==> src/rtl/ladybird_sys_ctrl_if.sv <==
// Board- and core-facing signal bundle of the Ladybird system controller.
// The controller takes the slave side; the board/bench drives the master side.
interface ladybird_sys_ctrl_if #(
    parameter int unsigned N_CORE = 2,
    parameter int unsigned N_BTN  = 4
);
    logic [N_BTN-1:0]        btn_i;
    logic                    soft_rst_req_i;
    logic [1:0]              led_mode_i;
    logic                    nrst_o;
    logic [N_CORE-1:0]       start_o;
    logic [N_CORE-1:0][31:0] start_pc_o;
    logic [N_BTN-1:0]        btn_db_o;
    logic [N_BTN-1:0]        led_o;
    logic [2:0]              state_o;

    modport master (
        output btn_i, soft_rst_req_i, led_mode_i,
        input  nrst_o, start_o, start_pc_o, btn_db_o, led_o, state_o
    );

    modport slave (
        input  btn_i, soft_rst_req_i, led_mode_i,
        output nrst_o, start_o, start_pc_o, btn_db_o, led_o, state_o
    );
endinterface

==> src/rtl/ladybird_sys_ctrl.sv <==
// Ladybird system controller: reset release sequencing, per-core wake pulses,
// button debouncing, and LED source selection.
module ladybird_sys_ctrl #(
    parameter int unsigned N_CORE          = 2,
    parameter int unsigned N_BTN           = 4,
    parameter int unsigned SYNC_STAGES     = 2,
    parameter int unsigned RST_HOLD        = 16,
    parameter int unsigned DEBOUNCE_CYCLES = 1000,
    parameter int unsigned RST_BTN         = 3,
    parameter logic [31:0] START_PC_BASE   = 32'h8000_0000,
    parameter logic [31:0] START_PC_STRIDE = 32'h0000_1000,
    parameter int unsigned HB_LOG2         = 24
) (
    input  logic               clk_i,
    input  logic               anrst_i,
    ladybird_sys_ctrl_if.slave bus
);
    localparam int unsigned HOLD_W = $clog2(RST_HOLD + 1);
    localparam int unsigned IDX_W  = $clog2(N_CORE + 1);
    localparam int unsigned DB_W   = $clog2(DEBOUNCE_CYCLES + 1);

    typedef enum logic [2:0] {
        S_RESET   = 3'd0,
        S_HOLD    = 3'd1,
        S_RELEASE = 3'd2,
        S_START   = 3'd3,
        S_RUN     = 3'd4
    } state_t;

    state_t                            state_q, state_d;
    logic [HOLD_W-1:0]                 hold_q, hold_d;
    logic [IDX_W-1:0]                  idx_q, idx_d;
    logic                              nrst_q, nrst_d;
    logic [N_CORE-1:0]                 start, started_q, started_d;
    logic [SYNC_STAGES-1:0]            rsync_q;
    logic [SYNC_STAGES-1:0][N_BTN-1:0] bsync_q;
    logic [N_BTN-1:0]                  btn_db_q, btn_db_d;
    logic [N_BTN-1:0][DB_W-1:0]        dbcnt_q, dbcnt_d;
    logic [HB_LOG2:0]                  hb_q;
    logic [N_BTN-1:0]                  led;
    logic                              sync_rel, btn_rise, rst_req;

    // Reset-release synchronizer; assertion clears it immediately.
    always_ff @(posedge clk_i or negedge anrst_i) begin
        if (!anrst_i) rsync_q <= '0;
        else          rsync_q <= {rsync_q[SYNC_STAGES-2:0], 1'b1};
    end

    // Leave RESET on the edge the last stage first captures a one; the last
    // stage itself also counts so an illegal state code still recovers.
    assign sync_rel = rsync_q[SYNC_STAGES-2] | rsync_q[SYNC_STAGES-1];

    // Button synchronizers, debounced levels and stability counters.
    always_ff @(posedge clk_i or negedge anrst_i) begin
        if (!anrst_i) begin
            bsync_q  <= '0;
            btn_db_q <= '0;
            dbcnt_q  <= '0;
        end else begin
            bsync_q  <= {bsync_q[SYNC_STAGES-2:0], bus.btn_i};
            btn_db_q <= btn_db_d;
            dbcnt_q  <= dbcnt_d;
        end
    end

    // Accept a new level only after DEBOUNCE_CYCLES consecutive disagreeing samples.
    always_comb begin
        btn_db_d = btn_db_q;
        dbcnt_d  = dbcnt_q;
        for (int i = 0; i < N_BTN; i++) begin
            if (bsync_q[SYNC_STAGES-1][i] == btn_db_q[i]) begin
                dbcnt_d[i] = '0;
            end else if (dbcnt_q[i] == DB_W'(DEBOUNCE_CYCLES - 1)) begin
                btn_db_d[i] = bsync_q[SYNC_STAGES-1][i];
                dbcnt_d[i]  = '0;
            end else begin
                dbcnt_d[i] = dbcnt_q[i] + DB_W'(1);
            end
        end
    end

    generate
        if (RST_BTN < N_BTN) begin : g_rst_btn
            logic prev_q;
            // Previous debounced reset-button level for rising-edge detection.
            always_ff @(posedge clk_i or negedge anrst_i) begin
                if (!anrst_i) prev_q <= 1'b0;
                else          prev_q <= btn_db_q[RST_BTN];
            end
            assign btn_rise = btn_db_q[RST_BTN] & ~prev_q;
        end else begin : g_no_rst_btn
            assign btn_rise = 1'b0;
        end
    endgenerate

    // Software and button requests merge into a single request.
    assign rst_req = bus.soft_rst_req_i | btn_rise;

    // Sequencer state, counters, system reset and started-core mask.
    always_ff @(posedge clk_i or negedge anrst_i) begin
        if (!anrst_i) begin
            state_q   <= S_RESET;
            hold_q    <= '0;
            idx_q     <= '0;
            nrst_q    <= 1'b0;
            started_q <= '0;
        end else begin
            state_q   <= state_d;
            hold_q    <= hold_d;
            idx_q     <= idx_d;
            nrst_q    <= nrst_d;
            started_q <= started_d;
        end
    end

    // Next-state logic; codes 5-7 fall into the RESET branch.
    always_comb begin
        state_d = state_q;
        hold_d  = hold_q;
        idx_d   = idx_q;
        case (state_q)
            S_HOLD: begin
                if (rst_req) begin
                    hold_d = '0;
                end else if (hold_q == HOLD_W'(RST_HOLD - 1)) begin
                    state_d = S_RELEASE;
                    hold_d  = '0;
                end else begin
                    hold_d = hold_q + HOLD_W'(1);
                end
            end
            S_RELEASE: begin
                if (rst_req) begin
                    state_d = S_HOLD;
                    hold_d  = '0;
                end else begin
                    state_d = S_START;
                    idx_d   = '0;
                end
            end
            S_START: begin
                if (rst_req) begin
                    state_d = S_HOLD;
                    hold_d  = '0;
                    idx_d   = '0;
                end else if (idx_q == IDX_W'(N_CORE - 1)) begin
                    state_d = S_RUN;
                    idx_d   = '0;
                end else begin
                    idx_d = idx_q + IDX_W'(1);
                end
            end
            S_RUN: begin
                if (rst_req) begin
                    state_d = S_HOLD;
                    hold_d  = '0;
                end
            end
            default: begin
                if (sync_rel) begin
                    state_d = S_HOLD;
                    hold_d  = '0;
                end
            end
        endcase
        nrst_d    = (state_d == S_RELEASE) || (state_d == S_START) || (state_d == S_RUN);
        started_d = nrst_d ? (started_q | start) : '0;
    end

    // One wake pulse for the core currently indexed while in START.
    always_comb begin
        start = '0;
        for (int i = 0; i < N_CORE; i++) begin
            if ((state_q == S_START) && (idx_q == IDX_W'(i))) start[i] = 1'b1;
        end
    end

    // Free-running heartbeat, held at zero while the system is in reset.
    always_ff @(posedge clk_i or negedge anrst_i) begin
        if (!anrst_i)    hb_q <= '0;
        else if (!nrst_q) hb_q <= '0;
        else             hb_q <= hb_q + 1'b1;
    end

    // LED source select, blanked whenever the system reset is active.
    always_comb begin
        led = '0;
        if (nrst_q) begin
            case (bus.led_mode_i)
                2'd0:    led = btn_db_q;
                2'd1:    led[0] = hb_q[HB_LOG2];
                2'd2:    led = N_BTN'({5'b0, state_q});
                default: led = N_BTN'(8'(started_q));
            endcase
        end
    end

    for (genvar g = 0; g < N_CORE; g++) begin : g_pc
        assign bus.start_pc_o[g] = START_PC_BASE + START_PC_STRIDE * 32'(g);
    end

    assign bus.nrst_o   = nrst_q;
    assign bus.start_o  = start;
    assign bus.btn_db_o = btn_db_q;
    assign bus.led_o    = led;
    assign bus.state_o  = state_q;
endmodule

==> src/flat_wrapper.sv <==
// flat-port wrapper written by rule: the top's interface ports become plain ports
module ladybird_sys_ctrl_flat 
#(
    parameter int unsigned N_CORE          = 2,
    parameter int unsigned N_BTN           = 4,
    parameter int unsigned SYNC_STAGES     = 2,
    parameter int unsigned RST_HOLD        = 16,
    parameter int unsigned DEBOUNCE_CYCLES = 1000,
    parameter int unsigned RST_BTN         = 3,
    parameter logic [31:0] START_PC_BASE   = 32'h8000_0000,
    parameter logic [31:0] START_PC_STRIDE = 32'h0000_1000,
    parameter int unsigned HB_LOG2         = 24
)
  (clk_i, anrst_i, bus_btn_i, bus_soft_rst_req_i, bus_led_mode_i, bus_nrst_o, bus_start_o, bus_start_pc_o, bus_btn_db_o, bus_led_o, bus_state_o);
  ladybird_sys_ctrl_if #(.N_CORE(N_CORE), .N_BTN(N_BTN)) bus_i ();
  input  logic clk_i;
  input  logic anrst_i;
  input wire logic [$bits(bus_i.btn_i)-1:0] bus_btn_i;
  input wire logic [$bits(bus_i.soft_rst_req_i)-1:0] bus_soft_rst_req_i;
  input wire logic [$bits(bus_i.led_mode_i)-1:0] bus_led_mode_i;
  output wire logic [$bits(bus_i.nrst_o)-1:0] bus_nrst_o;
  output wire logic [$bits(bus_i.start_o)-1:0] bus_start_o;
  output wire logic [$bits(bus_i.start_pc_o)-1:0] bus_start_pc_o;
  output wire logic [$bits(bus_i.btn_db_o)-1:0] bus_btn_db_o;
  output wire logic [$bits(bus_i.led_o)-1:0] bus_led_o;
  output wire logic [$bits(bus_i.state_o)-1:0] bus_state_o;
  assign bus_i.btn_i = bus_btn_i;
  assign bus_i.soft_rst_req_i = bus_soft_rst_req_i;
  assign bus_i.led_mode_i = bus_led_mode_i;
  assign bus_nrst_o = bus_i.nrst_o;
  assign bus_start_o = bus_i.start_o;
  assign bus_start_pc_o = bus_i.start_pc_o;
  assign bus_btn_db_o = bus_i.btn_db_o;
  assign bus_led_o = bus_i.led_o;
  assign bus_state_o = bus_i.state_o;
  ladybird_sys_ctrl #(.N_CORE(N_CORE), .N_BTN(N_BTN), .SYNC_STAGES(SYNC_STAGES), .RST_HOLD(RST_HOLD), .DEBOUNCE_CYCLES(DEBOUNCE_CYCLES), .RST_BTN(RST_BTN), .START_PC_BASE(START_PC_BASE), .START_PC_STRIDE(START_PC_STRIDE), .HB_LOG2(HB_LOG2)) u_core (.clk_i(clk_i), .anrst_i(anrst_i), .bus(bus_i));
endmodule
==> config.mk <==
export PLATFORM = sky130hd
export DESIGN_NAME = ladybird_sys_ctrl_flat
export DESIGN_NICKNAME = d
export VERILOG_FILES = /design/src/rtl/ladybird_sys_ctrl_if.sv /design/src/rtl/ladybird_sys_ctrl.sv /design/src/flat_wrapper.sv
export SDC_FILE = /design/constraint.sdc
export NUM_CORES = 1
export LEC_CHECK = 0
export BUFFER_PORTS_ARGS = -buffer_cell sky130_fd_sc_hd__buf_2
export CORE_ASPECT_RATIO = 0.6
export CORE_MARGIN = 2
export CORE_UTILIZATION = 46
export CTS_BUF_LIST = sky130_fd_sc_hd__clkbuf_4
export DETAILED_ROUTE_END_ITERATION = 8
export PLACE_DENSITY = 0.7
export SYNTH_ARGS = -nofsm -noshare
export SYNTH_HDL_FRONTEND = slang
export SYNTH_SLANG_ARGS = --single-unit
export TNS_END_PERCENT = 100
==> constraint.sdc <==
create_clock -name clk_i -period 1.75 [get_ports clk_i]
set_clock_uncertainty 0.2 [all_clocks]
set_input_delay 0 -clock clk_i [delete_from_list [all_inputs] [get_ports clk_i]]
set_output_delay 0 -clock clk_i [all_outputs]
set_load 0.02 [all_outputs]
==> metrics.cfg, run 1 <==
[finish]
diodes = 0
fill_cells = 812
syn2layout_area_growth_pct = 24.9
multi_input_area_sq_um = 2450
drive_gt1_share_pct = 30.1
final_cells = 737
final_core_util_pct = 60.1
regArea_sq_um = 2330
nets = 612

[synthesis]
synth_top_family_by_area = simple AND/OR/NAND/NOR gates
synth_edf_count = 0
synth_top_cell_by_area = dfrtp_1
synth_ff_type = dfrtp_1
netlist_instances = 486
synthTopCellsByArea = dfrtp_1, buf_4, nor2_1
synthMuxAreaShare_pct = 1.81
yosys.area_share.simple_pct = 21.6
netlist_area_sq_um = 4840
yosys_warnings = 0
seq_area_frac_synth_pct = 48.1
synthXorXnorAreaFrac_pct = 8.69
synthAdderAreaFrac_pct = 1.55
postSynthAreaPerCell_sq_um = 9.95
yosys_register_bits = 93
synthArstFlopShare_pct = 100
synth.distinct_cells = 54
synth_most_common_cell = dfrtp_1
synth_commonest_cells = dfrtp_1, nor2_1, buf_4
synth_top_area_share_pct = 48.1
synth-compound-area-share_pct = 6.13

[power]
p_leak_uw = 0.00275
power.density_nw_per_um2 = 654
vdd_drop_max_uv = 455

[setup_path]
worstPathMaxFanout = 3
cp.required_ns = 1.55
crit_type = flip-flop to output pin
cp-start-kind = flip-flop
cp.buffers_inverters = 1
critPathMaxStageDelay_ns = 0.46
crit_chain = mux4_2 -> and2_4 -> buf_6
slowest_stage = dfrtp_2
arrival_ns = 1.65
cp-end-kind = output pin
crit_family = flip-flops

[detailed_routing]
viasPerCell = 5.02
dr.first_iter.drc_count = 200
ant_nets = 0
via_count = 3697
route.final.wire_length_um = 10400
wire_per_inst_um = 14.1
remaining_drc_errors = 0
drt_pre_antenna_iters = 5

[timing]
setup_violations = 7
finalCritPeriodShare_pct = 105
slew_violations = 0
layout_min_cycle_time_ns = 1.85
fin_ws_ns = -0.0955
clock.fmax_mhz = 542
rsz0062_at_grt = true
hold_viol_final = 0

[global_route]
first_global_vias = 3448
antenna_found_initial = 0
track_usage_pct = 18.1
grt_pass1_wl_um = 16400
grt_max_degree = 94
grt.overflow.total = 0

[cts]
ctsHtreeMaxLevel = 3
cts_buffer_depth = 2
cts_tree = done
numCtsBuffers = 9
clk_latency_ns = 0.46
cts_root_buf = clkbuf_4
clock_sinks = 93
clk_pin_slew_ns = 0.15

[placement]
numPlacedInstances = 680
numPortBuffers = 22
gp_congestion = 0.839
hpwl_um = 6680

[outcome]
status = finished with violations
failed_checks = setup timing

[worst_hold_path]
hp-class = input pin to output pin

[floorplan]
io_pins = 87
dieArea_sq_um = 11400
row_count = 28
start_util_pct = 48.1
die_y_um = 83.4
core_sq_um = 10100
die_x_um = 136

[job]
cap_viol_max_count = 0

## cell families after synthesis
logic type | after synthesis
adder cells (fa/ha/maj) | 6
other | 2
multiplexers | 7
flip-flops | 93
AO/OA/AOI/OAI | 45
buffers and inverters | 85
AND/OR/NAND/NOR | 200
XOR/XNOR | 48
## metrics by stage
| stage | cell area (sq um) | TNS (ns) | power [uW] | hold slack (ns) | worst slack (ns) |
|---|---|---|---|---|---|
| floorplan | 5130 | 0 | 2600 | -0.496 | 0.00555 |
| global placement | 5250 | -0.0312 | 2600 | -0.121 | -0.00519 |
| detailed placement | 5250 | -1.63 | 2610 | -0.112 | -0.112 |
| CTS | 5740 | -0.317 | 3970 | 0.166 | -0.121 |
| global route | 6040 | -1.19 | 4140 | 0.175 | -0.162 |
| finish | 6040 | -0.274 | 3950 | 0.160 | -0.0955 |
## where the power goes
group	internal (uW)	switching, uW	leakage, uW
registers	2200	32.3	0.00125
logic	122	268	0.00140
clock network	585	749	0.0000883
total	2900	1050	0.00275
## worst reg2reg max path, delay by kind of cell (launching register included)
family          cells  cell delay [ns]
flops               1             0.38
compound gates      1             0.13
simple gates        3             1.00
## layout by cell type (no fill, tap or decap), types with 4 or more instances in the layout
master          n
dfrtp_1        89
nand2b_1        4
o31ai_1         6
xor2_1         25
inv_1           8
and2_1          5
nand3_1        20
mux2_2          4
dfrtp_2         4
ha_1            4
buf_4          72
and3_1          6
o21ai_0        10
or4_4           9
clkbuf_4        9
nor2_1         64
nand4_1        15
dlygate4sd3_1  11
xnor2_1        23
buf_2          17
buf_6           8
conb_1         65
nor3_1         13
a21oi_2        10
nand2_1        26
## layout make-up
class	count	area share, %
Clock buffer	9	1.12
Clock inverter	7	1.57
Inverter	10	0.622
Multi-Input combinational cell	372	40.6
Sequential cell	93	38.6
Tap cell	135	2.80
Timing Repair Buffer	111	14.7
## final timing paths
path	cells past startpoint	to	start	slack, ns
max	3	bus_led_o[0]	u_core.bus.state_o[0]$_DFF_PN0_	-0.1
min	3	bus_led_o[3]	bus_led_mode_i[0]	0.16
max reg2reg	4	u_core.hb_q[21]$_DFF_PN0_	u_core.hb_q[9]$_DFF_PN0_	-0.02
min reg2reg	0	u_core.bsync_q[4]$_DFF_PN0_	u_core.bsync_q[0]$_DFF_PN0_	0.17
max in group asynchronous	4	u_core.bus.btn_db_o[3]$_DFFE_PN0P_	anrst_i	0.42
min in group asynchronous	4	u_core.dbcnt_q[4]$_DFF_PN0_	anrst_i	0.52
## what timing repair did
action,in CTS,in global routing
endpoints found under the hold margin,110,0
endpoints found under the setup margin,38,35
hold buffers,11,0
gates cloned,1,0
buffers inserted,14,16
resized for setup,27,44
pin swaps,11,24
## metal layers
layer / wire length [um] / share of wire, % / global-route usage [%] / vias up
met5: 0 / 0 / 0 / -
met4: 95 / 0.91 / 3.60 / 0
met3: 440 / 4.2 / 4.82 / 13
met2: 5200 / 50 / 29.1 / 92
met1: 4650 / 45 / 24.8 / 1834
li1: - / - / - / 1758
## flip-flops by register name (all words and copies together) (netlist names)
name and count:
u_core.started_q 2, u_core.bsync_q 8, u_core.hold_q 5, u_core.idx_q 2, u_core.g_rst_btn.prev_q 1, u_core.rsync_q 2
u_core.bus.state_o 3, u_core.hb_q 25, u_core.bus.btn_db_o 4, u_core.dbcnt_q 40, u_core.bus.nrst_o 1
Power figures use the tool's default switching activity.
==> inputs of run 2 (changes only) <==
Settings changed: PLACE_DENSITY 0.7 to 0.68.
Clock period 1.75 ns to 2.25 ns, I/O delays scaled along.
==> run 2 against run 1 <==
  * Setup slack improved by 0.23 ns
  * Critical path type unchanged
  * Sequential share of layout area grew 6.9 points
  * Utilization is 9.2 points lower
  * Cell area down 15%
  * First-iteration DRC count rose by 26%
  * Sequential cell count unchanged
  * Die area unchanged
  * The flow now finishes without violations
  * Largest power group unchanged
  * Clock power down 33%
  * Non-clock buffer count fell by 74
==> metrics.cfg, run 2 (synthesis gave the netlist of run 1 again) <==
[outcome]
status = finished, final reports clean

[finish]
final_core_util_pct = 50.9  ; -9.2 points
top_regs = u_core.dbcnt_q: 40 flops, u_core.hb_q: 25 flops, u_core.bsync_q: 8 flops
largest_register_ffs = 40  ; unchanged
diodes = 0  ; unchanged
regArea_sq_um = 2330  ; -0.16%
largest_register = u_core.dbcnt_q
drive_gt1_share_pct = 10.4  ; -20 points
nets = 537  ; -12%
syn2layout_area_growth_pct = 5.85
mostFrequentLayoutCell = dfrtp_1
multi_input_area_sq_um = 2170  ; -11%
layout_common_cells = dfrtp_1, nor2_1, conb_1, nand2_1, xor2_1
final_cells = 662  ; -10%
fill_cells = 917  ; +13%

[setup_path]
arrival_ns = 1.91  ; +0.26 ns
critPathMaxStageDelay_ns = 0.46  ; about the same
r2r_cells = 4  ; unchanged
crit_type = flip-flop to output pin
cp.buffers_inverters = 2  ; +1
cp-start-kind = flip-flop
slowest_stage = dfrtp_2
crit_chain = inv_1 -> or3_1 -> nor2_1 -> buf_2
cp-end-kind = output pin
r2r-end = u_core.hold_q[1]$_DFFE_PN0P_
crit_cells = 4  ; +1
endpoint = bus_start_o[1]
crit_family = simple AND/OR/NAND/NOR gates
reg2reg_from = u_core.bus.btn_db_o[3]$_DFFE_PN0P_
cp.required_ns = 2.05  ; +0.50 ns
reg2reg_slack_ns = 0.29  ; +0.31 ns
startpoint = u_core.bus.state_o[0]$_DFF_PN0_
worstPathMaxFanout = 9  ; +6

[floorplan]
core_sq_um = 10100  ; unchanged
die_x_um = 136  ; unchanged
row_count = 28  ; unchanged
dieArea_sq_um = 11400  ; unchanged
start_util_pct = 48.1  ; unchanged
io_pins = 87  ; unchanged
die_y_um = 83.4  ; unchanged

[timing]
hold_viol_final = 0  ; unchanged
max-slew-margin-rel_pct = 65.6
finalCritPeriodShare_pct = 93.9
slew_violations = 0  ; unchanged
layout_min_cycle_time_ns = 2.11
setup_violations = 0  ; -7
fin_ws_ns = 0.138  ; +0.233 ns
tightestPinTransition_ns = 0.515
rsz0062_at_grt = true
fin_tns_setup_ns = 0  ; +0.274 ns
clock.fmax_mhz = 473

[worst_hold_path]
hp-class = flip-flop to flip-flop

[global_route]
grt.overflow.total = 0  ; unchanged
antenna_found_initial = 0  ; unchanged
first_global_vias = 2989  ; -13%
grt_pass1_wl_um = 14300  ; -13%
track_usage_pct = 15.8  ; -2.3 points
grt_max_degree = 68  ; -28%

[cts]
clk_pin_slew_ns = 0.13  ; -0.02 ns
clock_sinks = 93  ; unchanged
numCtsBuffers = 9  ; unchanged
postCtsSetupBuffers = 0  ; -14
clk_latency_ns = 0.44  ; -0.02 ns
cts_buffer_depth = 2  ; unchanged
cts_tree = done
ctsHtreeMaxLevel = 3  ; unchanged
cts_root_buf = clkbuf_4

[placement]
place_ws_ns = 0.296  ; +0.409 ns
hpwl_um = 5980  ; -10%
numPortBuffers = 22  ; unchanged
numPlacedInstances = 634  ; -6.8%
gp_congestion = 0.804  ; -4.2%

[power]
p_leak_uw = 0.00232  ; -15%
power.density_nw_per_um2 = 563  ; -14%
vdd_drop_max_uv = 248  ; -45%
power_uw = 2880  ; -27%

[detailed_routing]
drt_pre_antenna_iters = 5  ; unchanged
viasPerCell = 4.81  ; -4.1%
route.final.wire_length_um = 8430  ; -19%
wire_per_inst_um = 12.7  ; -9.7%
via_count = 3185  ; -14%
remaining_drc_errors = 0  ; unchanged
ant_nets = 0  ; unchanged
dr.first_iter.drc_count = 252  ; +26%

[job]
cap_viol_max_count = 0  ; unchanged

## run 2: cell types whose count changed in the layout (fill, tap and decap cells not counted), sizes merged
cell      delta
buf         -74
clkbuf       +2
inv          -2
bufinv       -1
clkinvlp     +1
nand4        -1
## run 2: stage by stage
stage          hold slack [ns]  area [sq um]
2_1_floorplan           -0.496          5070
3_3_place_gp            -0.264          4850
3_5_place_dp            -0.260          4850
4_1_cts                  0.166          5110
5_1_grt                  0.174          5120
6_report                 0.164          5120
## run 2: area by class of cell
cell class / count / share of cell area [%]
Clock buffer: 11 / 1.61
Clock inverter: 5 / 1.00
Inverter: 10 / 0.733
Multi-Input combinational cell: 371 / 42.4
Sequential cell: 93 / 45.5
Tap cell: 135 / 3.30
Timing Repair Buffer: 37 / 5.43
## run 2: worst min-delay path by stage
| stage | from | endpoint | slack (ns) | cells after the start |
|---|---|---|---|---|
| 3_3_place_gp | anrst_i | u_core.dbcnt_q[9]$_DFF_PN0_ | -0.26 | 1 |
| 2_1_floorplan | anrst_i | u_core.bsync_q[0]$_DFF_PN0_ | -0.50 | 0 |
| 5_1_grt | u_core.bsync_q[3]$_DFF_PN0_ | u_core.bsync_q[7]$_DFF_PN0_ | 0.17 | 0 |
| 6_report | u_core.bsync_q[1]$_DFF_PN0_ | u_core.bsync_q[5]$_DFF_PN0_ | 0.16 | 0 |
| 4_1_cts | u_core.bsync_q[1]$_DFF_PN0_ | u_core.bsync_q[5]$_DFF_PN0_ | 0.17 | 0 |
| 3_5_place_dp | anrst_i | u_core.dbcnt_q[9]$_DFF_PN0_ | -0.26 | 1 |
## run 2: report_power, final
group          internal, uW  switching, uW
Sequential             1710           30.0
Combinational          66.9            186
Clock                   357            533
Total                  2130            749
## run 2: timing repair
item                                   4_1_cts  5_1_grt
setup endpoints to repair                    0        2
hold buffers                                12        0
endpoints found under the hold margin      110        0
gates resized for setup                      0        2
## run 2: metal layers
layer	GRT usage, %	vias up	wire length (um)	share of wire [%]
met2	22.8	65	3830	45
li1	-	1607	-	-
met5	0	-	0	0
met4	4.92	0	85	1.0
met1	22.6	1504	4160	49
met3	4.88	9	347	4.1
